`config.mk`:
```
export PLATFORM = sky130hd
export DESIGN_NAME = rr_arbiter
export DESIGN_NICKNAME = d
export VERILOG_FILES = /design/src/rtl/arb_pkg.sv /design/src/rtl/arb_pick.sv /design/src/rtl/rr_arbiter.sv
export SDC_FILE = /design/constraint.sdc
export NUM_CORES = 1
export LEC_CHECK = 0
export BUFFER_PORTS_ARGS = -buffer_cell sky130_fd_sc_hd__buf_4
export CAP_MARGIN = 20
export CELL_PAD_IN_SITES_DETAIL_PLACEMENT = 0
export CELL_PAD_IN_SITES_GLOBAL_PLACEMENT = 2
export CORE_MARGIN = 5
export CORE_UTILIZATION = 28
export DETAILED_ROUTE_END_ITERATION = 12
export MAX_ROUTING_LAYER = met4
export PLACE_DENSITY = 0.8
export SYNTH_ARGS = -nofsm -noshare
export SYNTH_HDL_FRONTEND = slang
export SYNTH_HIERARCHICAL = 1
export SYNTH_SLANG_ARGS = --single-unit
```
`constraint.sdc`:
```
create_clock -name clk -period 2.4 [get_ports clk]
set_input_delay 0 -clock clk [delete_from_list [all_inputs] [get_ports clk]]
set_output_delay 0 -clock clk [all_outputs]
set_load 0.1 [all_outputs]
```
`src/rtl/arb_pkg.sv`:
```
// Shared types and mode encodings for the resource arbiter.
package arb_pkg;

    typedef enum logic {
        ARB_IDLE  = 1'b0,
        ARB_GRANT = 1'b1
    } arb_state_e;

    localparam int ARB_MODE_FIXED = 0;
    localparam int ARB_MODE_RR    = 1;

endpackage

```
`src/rtl/arb_pick.sv`:
```
// Combinational winner selection: rotate the candidates so the search start
// sits at bit 0, priority-encode the lowest set bit, then undo the rotation.
module arb_pick #(
    parameter int N = 4
) (
    input  logic [N-1:0]         req,
    input  logic [N-1:0]         mask,
    input  logic [$clog2(N)-1:0] start,
    output logic                 valid,
    output logic [$clog2(N)-1:0] idx
);

    localparam int            IW  = $clog2(N);
    localparam logic [IW:0]   N_W = (IW+1)'(N);

    logic [N-1:0]   cand_s;
    logic [2*N-1:0] dbl_s;
    logic [N-1:0]   rot_s;
    logic [IW-1:0]  enc_s;
    logic [IW:0]    sum_s;
    logic [IW:0]    wrap_s;

    assign cand_s = req & mask;
    assign dbl_s  = {cand_s, cand_s} >> start;
    assign rot_s  = dbl_s[N-1:0];

    // Lowest set bit of the rotated vector; scanning downward lets the lowest win.
    always_comb begin
        enc_s = {IW{1'b0}};
        for (int i = N - 1; i >= 0; i--) begin
            enc_s = rot_s[i] ? IW'(i) : enc_s;
        end
    end

    // N need not be a power of two, so the unrotate wraps explicitly.
    assign sum_s  = {1'b0, start} + {1'b0, enc_s};
    assign wrap_s = (sum_s >= N_W) ? (sum_s - N_W) : sum_s;
    assign idx    = wrap_s[IW-1:0];
    assign valid  = |cand_s;

endmodule

```
`src/rtl/rr_arbiter.sv`:
```
// N-way hold-until-release arbiter, fixed priority or round robin.
// Define ARB_HOLD_TIMEOUT_EN to build the MAX_HOLD preemption counter.
module rr_arbiter
    import arb_pkg::*;
#(
    parameter int N        = 4,
    parameter int MODE     = 1,
    parameter int MAX_HOLD = 16
) (
    input  logic                 clk,
    input  logic                 reset,
    input  logic [N-1:0]         r,
    output logic [N-1:0]         g,
    output logic                 grant_valid,
    output logic [$clog2(N)-1:0] grant_id
);

    localparam int IW = $clog2(N);

    arb_state_e    state_r, state_s;
    logic [IW-1:0] holder_r, holder_s;
    logic [IW-1:0] rr_ptr_r, rr_ptr_s;
    logic [IW-1:0] start_s;
    logic [IW-1:0] pick_idx_s;
    logic          pick_valid_s;
    logic [N-1:0]  mask_s;
    logic          preempt_s;
    logic [N-1:0]  g_r, g_s;
    logic          valid_r;

    // Search start: just past the last winner in round robin, index 0 otherwise.
    always_comb begin
        if (MODE == ARB_MODE_RR) begin
            start_s = (rr_ptr_r == IW'(N - 1)) ? {IW{1'b0}} : (rr_ptr_r + IW'(1));
        end else begin
            start_s = {IW{1'b0}};
        end
    end

`ifdef ARB_HOLD_TIMEOUT_EN
    localparam int             HW        = $clog2(MAX_HOLD);
    localparam logic [HW-1:0]  HOLD_LAST = HW'(MAX_HOLD - 1);

    logic [HW-1:0] hold_cnt_r, hold_cnt_s;

    // g_r is the holder's one-hot while granted, so it doubles as the holder mask.
    assign preempt_s = (state_r == ARB_GRANT) && (hold_cnt_r == HOLD_LAST)
                     && (|(r & g_r)) && (|(r & ~g_r));
    assign mask_s    = preempt_s ? ~g_r : {N{1'b1}};

    // Consecutive-hold counter; any change of holder or idling restarts it.
    always_comb begin
        if ((state_r == ARB_GRANT) && r[holder_r] && !preempt_s) begin
            hold_cnt_s = (hold_cnt_r == HOLD_LAST) ? hold_cnt_r : (hold_cnt_r + HW'(1));
        end else begin
            hold_cnt_s = {HW{1'b0}};
        end
    end

    // Hold counter register.
    always_ff @(posedge clk or posedge reset) begin
        if (reset) begin
            hold_cnt_r <= {HW{1'b0}};
        end else begin
            hold_cnt_r <= hold_cnt_s;
        end
    end
`else
    assign preempt_s = 1'b0;
    assign mask_s    = {N{1'b1}};
`endif

    arb_pick #(.N(N)) u_pick (
        .req   (r),
        .mask  (mask_s),
        .start (start_s),
        .valid (pick_valid_s),
        .idx   (pick_idx_s)
    );

    // Next state, holder and pointer; grant outputs derived from the next holder.
    always_comb begin
        state_s  = state_r;
        holder_s = holder_r;
        rr_ptr_s = rr_ptr_r;
        case (state_r)
            ARB_IDLE: begin
                if (pick_valid_s) begin
                    state_s  = ARB_GRANT;
                    holder_s = pick_idx_s;
                    rr_ptr_s = pick_idx_s;
                end else begin
                    state_s  = ARB_IDLE;
                end
            end
            ARB_GRANT: begin
                if (preempt_s) begin
                    holder_s = pick_idx_s;
                    rr_ptr_s = pick_idx_s;
                end else if (r[holder_r]) begin
                    state_s  = ARB_GRANT;
                end else if (pick_valid_s) begin
                    holder_s = pick_idx_s;
                    rr_ptr_s = pick_idx_s;
                end else begin
                    state_s  = ARB_IDLE;
                    holder_s = {IW{1'b0}};
                end
            end
            default: begin
                state_s  = ARB_IDLE;
                holder_s = {IW{1'b0}};
            end
        endcase

        if (state_s == ARB_GRANT) begin
            g_s = {{(N-1){1'b0}}, 1'b1} << holder_s;
        end else begin
            g_s = {N{1'b0}};
        end
    end

    // State, holder, pointer and registered grant outputs.
    always_ff @(posedge clk or posedge reset) begin
        if (reset) begin
            state_r  <= ARB_IDLE;
            holder_r <= {IW{1'b0}};
            rr_ptr_r <= IW'(N - 1);
            g_r      <= {N{1'b0}};
            valid_r  <= 1'b0;
        end else begin
            state_r  <= state_s;
            holder_r <= holder_s;
            rr_ptr_r <= rr_ptr_s;
            g_r      <= g_s;
            valid_r  <= (state_s == ARB_GRANT);
        end
    end

    assign g           = g_r;
    assign grant_valid = valid_r;
    assign grant_id    = holder_r;

endmodule
```
==> results of run 1 <==
[worst register-to-register path, delay by kind of cell, from the launching register on]
kind | cells | cell delay [ns]
compound gates | 5 | 0.92
fa+ha+maj | 2 | 0.47
flops | 1 | 0.56
mux | 1 | 0.30
simple gates | 2 | 0.15
[metrics by stage]
| step | util | setup TNS, ns | hold slack [ns] |
|---|---|---|---|
| after floorplan | - | -0.196 | -0.174 |
| after global placement | 0.379 | -0.706 | -0.0257 |
| after detailed placement | 0.379 | -0.731 | -0.0123 |
| after CTS | 0.431 | -0.124 | 0.269 |
| after global routing | 0.434 | -0.685 | 0.313 |
| final | 0.434 | -0.0888 | 0.262 |
[repair_timing]
item / 4_1_cts / 5_1_grt
endpoints found under the hold margin: 9 / 0
hold buffers: 1 / 0
pin swaps: 6 / 4
endpoints found under the setup margin: 5 / 5
setup buffers: 4 / 1
gates resized for setup: 10 / 0
[state kept, by name (all words and copies together) (netlist names)]
name and flops:
grant_id 2, g 4, rr_ptr_r 2, grant_valid 1
[area by class of cell]
class                           instances  area share
Clock buffer                            4      0.0279
Inverter                                3      0.0120
Multi-Input combinational cell         57       0.491
Sequential cell                         9       0.242
Tap cell                               28      0.0372
Timing Repair Buffer                   23       0.190
[layer usage]
metal	vias to the layer above	part of all wire	track usage
met2	9	0.48	0.163
met4	0	0.026	0.0430
li1	286	-	-
met3	4	0.030	0.0136
met5	-	0	-
met1	269	0.46	0.133
[logic make-up (layout without fill, tap and decap cells)]
group	after synthesis	count (layout)	synth area share
compound gates	15	15	0.201
xor+xnor	1	1	0.0141
fa+ha+maj	3	3	0.0582
buf+inv	4	30	0.0361
flops	9	9	0.365
mux	5	5	0.0964
other cells	1	8	0.00602
simple gates	25	25	0.223
[cell usage in the layout (no fill, tap or decap), types with 2 or more instances in the layout]
cell type,Yosys,routed
buf_4,0,21
nand3b_1,2,2
mux2_2,4,3
nand3_1,3,3
dfrtp_1,7,7
clkbuf_4,0,3
nand2_1,6,5
nor2_1,3,2
dfstp_2,2,2
conb_1,1,8
and2_1,2,2
inv_1,3,3
mux2_4,1,2
o21ai_0,3,2
nor2b_1,2,2
[final timing paths]
kind                       depth (start not counted)         from          end
min in group clk                                   4         r[0]         g[0]
max in group asynchronous                          3        reset  rr_ptr_r[1]
max                                               10  rr_ptr_r[0]         g[0]
min reg2reg                                        1  grant_valid  grant_id[1]
max reg2reg                                       10  rr_ptr_r[0]         g[0]
min                                                3        reset  grant_valid
==> impl_results.md, run 1 <==
- Main synth FF type: dfrtp_1
- CP delay by family, top: compound AO/OA/AOI/OAI gates
- Ant. Diodes: 0
- Hpwl dp: approximately 1100 um
- # clock sinks: 9
- Final setup fails: 2
- FILL cells: ~240
- Post-route insts no fill: around 120
- Worst Hold Class: in2async
- Largest net degree at the start of global routing: 10
- Layout area overhead: 51.2%
- PortBufs: 12
- # rows: 17
- Synth area leaders: dfrtp_1 28%, dfstp_2 8.4%, mux2_2 7.2%
- Placed cells: between 100 and 150
- WL final: between 1000 and 1500 um
- CTS Root Cell: clkbuf_4
- Post-Layout Inst Area: 942 sq um
- Register Area: 228 sq um
- Synth cell types: 35
- First-pass DRT Iterations: 3
- DRT iter0 DRCs: 5
- Clk_skew: around 0.0026 ns
- Unrepaired setup endpoints after global routing: yes
- Yosys reg bits: 9
- Violated checks: negative setup slack
- Drt wl/cell: approximately 12 um
- Leading area contributor after synthesis: dfrtp_1
- DIE AREA: ~3300 sq um
- Multi-input logic area: roughly 460 sq um
- First-pass GRT wire length: roughly 2700 um
- Die Y: between 50 and 60 um
- Status: complete, but fails checks
- Share of layout cells above drive strength 1: 0.458
- CTS tree: done
- Fmax: 406 MHz
- Core Area: around 2200 sq um
- Routability cong.: about 0.8
- Total gr overflow: 0
- CP bufs+invs: 0
- Initial Util: 0.287
- GRT Total Usage: 0.104
- Endpoint class of the critical path: register
- Slew Limit Fails: 0
- Initial antenna violation count: 0
- Fin worst setup slack: -0.0608 ns
- Slowest stage delay, CP: roughly 0.56 ns
- Count leader, synth: dfrtp_1
- Ys Warns: 6
- EDFF count, synth: 0
- Die extent in x: around 57 um
- Routed Antenna Nets: 0
- Via-per-instance ratio: 4.58
- Post-synthesis sequential area ratio: 0.365
- Post-Place Worst Slack: -0.208 ns
- CTS Buf Count: 3
- Vias after detailed routing: 568
- Synth cell count leaders: 7 x dfrtp_1, 6 x nand2_1, 4 x mux2_2
- WP data arrival: around 2.7 ns
- Placed cell areas: around 820 sq um
- H-tree levels: 1
- WP data required: approximately 2.6 ns
- DRC: 0
- Clock transition at path regs: 0.07 ns
- Final hold viol count: 0
- Fin crit share: 1.03
- Critical path's slowest cell: dfstp_2
- Post-synth top area share: 0.281
- Post-layout minimum cycle time: 2.46 ns
- Max cap viols: 0
- Nets: approximately 110
- Vias in the first global route: a little under 600
- IO Pins: 13
- Clock latency on the worst-skew pair: roughly 0.25 ns
- Crit-path cells: ha_4, nor2_4, mux2_4, a22oi_2, o2bb2ai_1, ha_1, nand2_2, a21oi_2, a2111oi_4, a21boi_2
- Syn Area/Cell: a little under 10 sq um
- Clock tree buffer depth: 2
- Cell count after synthesis: between 60 and 70
- Mapped Area: 623 sq um
- Worst Path Max Fanout: 6
- Startpoint Class: register
- Reg2Reg Setup Slack: -0.06 ns
- Async SR Flop Fraction: 1.00
- Crit Path Category: reg2reg
Power of run 1 is not shown: default switching activity piles up to over one toggle a cycle in this logic, so the estimate is an artifact.
==> inputs of run 2 (changes only) <==
--- a/config.mk
+++ b/config.mk
@@ -11,6 +11,7 @@
 export CELL_PAD_IN_SITES_GLOBAL_PLACEMENT = 2
 export CORE_MARGIN = 5
 export CORE_UTILIZATION = 28
+export CTS_BUF_LIST = sky130_fd_sc_hd__clkbuf_4 sky130_fd_sc_hd__clkbuf_8 sky130_fd_sc_hd__clkbuf_16
 export DETAILED_ROUTE_END_ITERATION = 12
 export MAX_ROUTING_LAYER = met4
 export PLACE_DENSITY = 0.8
==> run 2 against run 1 <==
Register-to-register slack about the same. Sequential share of layout area down 0.29 points. Global-route usage about the same. Clock skew up 0.0017 ns. Sequential cell count unchanged. Core utilization up 0.52 points. Critical path depth unchanged. Clock-buffer cell count unchanged. Hold slack worse by 0.0018 ns. The run still ends with negative setup slack left. Setup slack worse by 0.014 ns. Routed wire length down 0.81%. Final area up 1.2%.
==> impl_results.md, run 2 (synthesis gave the netlist of run 1 again) <==
- Status: complete, but fails checks
- Violated checks: negative setup slack
- Post-Place Worst Slack: -0.208 ns (unchanged)
- Unrepaired setup endpoints after global routing: yes
- RR Startpoint: rr_ptr_r[0]
- # rows: 17 (unchanged)
- Routed Antenna Nets: 0 (unchanged)
- Startpoint Class: register
- First-pass GRT wire length: 2640 um (-0.53%)
- IO Pins: 13 (unchanged)
- Most common cell after layout, fill and taps aside: buf_4
- WP data arrival: 2.66 ns (about the same)
- Total gr overflow: 0 (unchanged)
- Largest register FFs: 4 (unchanged)
- Clock transition at path regs: 0.07 ns (about the same)
- Initial antenna violation count: 0 (unchanged)
- Fin crit share: 1.03 (+0.00567)
- Die Y: 57.2 um (unchanged)
- DRT iter0 DRCs: 8 (+3)
- DRC: 0 (unchanged)
- Worst Hold Class: in2async
- Post-layout minimum cycle time: 2.47 ns (+0.0136 ns)
- Final hold viol count: 0 (unchanged)
- DIE AREA: 3270 sq um (unchanged)
- CTS Buf Count: 3 (unchanged)
- Post-route insts no fill: 124 (unchanged)
- Initial Util: 0.287 (unchanged)
- Fmax: 404 MHz (-0.55%)
- Vias after detailed routing: 570 (+0.35%)
- Clock tree buffer depth: 2 (unchanged)
- Worst Path Max Fanout: 6 (unchanged)
- Fin worst setup slack: -0.0744 ns (-0.0136 ns)
- WP data required: 2.59 ns (about the same)
- PortBufs: 12 (unchanged)
- Clk_skew: 0.00427 ns (+0.00170 ns)
- Layout area overhead: 53.0%
- GRT Total Usage: 0.104 (about the same)
- # clock sinks: 9 (unchanged)
- H-tree levels: 1 (unchanged)
- Vias in the first global route: 591 (unchanged)
- Endpoint class of the critical path: register
- Drt wl/cell: 11.8 um (-0.81%)
- Max cap viols: 0 (unchanged)
- CTS Root Cell: clkbuf_4
- Share of layout cells above drive strength 1: 0.469 (+0.0104)
- Routability cong.: 0.823 (unchanged)
- Clock latency on the worst-skew pair: 0.26 ns (about the same)
- CP startpoint: rr_ptr_r[0]
- Nets: 105 (unchanged)
- Hold slack: 0.260 ns (-0.00179 ns)
- Die extent in x: 57.2 um (unchanged)
- CTS tree: done
- Placed cells: 114 (unchanged)
- Most frequent cells in the layout: 21 x buf_4, 8 x conb_1, 7 x dfrtp_1
- Final setup fails: 3 (+1)
- Slew Limit Fails: 0 (unchanged)
- Core Area: 2170 sq um (unchanged)
- Largest net degree at the start of global routing: 10 (unchanged)
- First-pass DRT Iterations: 4 (+1)
- Via-per-instance ratio: 4.60 (+0.35%)
- WL final: 1470 um (-0.81%)
- Crit Path Category: reg2reg
- Ant. Diodes: 0 (unchanged)
- Hpwl dp: 1110 um (unchanged)
==> run 2: layer usage <==
layer,track usage,part of all wire,vias up,wire length (um)
met1,0.137,0.46,267,680
met3,0.0136,0.029,4,42
met4,0.0530,0.027,0,39
li1,-,-,288,-
met2,0.153,0.48,11,703
met5,-,0,-,0
==> run 2: worst max-delay path, stage by stage (launching register included) <==
cell and delay [ns]:
dfstp_2 0.56, ha_4 0.14, nor2_4 0.05, mux2_4 0.30, a22oi_2 0.14, o2bb2ai_1 0.08
ha_1 0.34, nand2_2 0.11, a21oi_4 0.08, a2111oi_4 0.40, a21boi_2 0.22
==> run 2: repair_timing <==
item,in CTS,in global routing
hold buffers,1,0
gates resized for setup,10,1
endpoints found under the setup margin,5,5
buffers inserted,4,1
hold endpoints to repair,9,0
gates cloned,0,0
pin swaps,6,5
==> run 2: final timing paths <==
path / slack (ns) / end / cells past startpoint
hold reg to reg: 0.62 / grant_id[1] / 1
hold / removal: 0.26 / grant_valid / 3
setup / recovery: -0.07 / g[0] / 10
setup reg to reg: -0.07 / g[0] / 10
min in group clk: 0.32 / g[0] / 4
max in group asynchronous: 1.84 / rr_ptr_r[1] / 3
==> run 2: area by class of cell <==
type,count,area [sq um]
Tap cell,28,35.0
Sequential cell,9,228
Fill cell,231,1220
Inverter,3,11.3
Multi-Input combinational cell,57,470
Timing Repair Buffer,23,179
Clock buffer,4,30.0
==> run 2: stage by stage <==
step                       util  TNS [ns]  instance area, sq um
final                     0.439    -0.114                   953
after global routing      0.439    -0.681                   953
after CTS                 0.433    -0.120                   938
after detailed placement  0.379    -0.731                   823
after global placement    0.379    -0.706                   823
after floorplan               -    -0.196                   672
Power of run 2 is left out for the same reason.
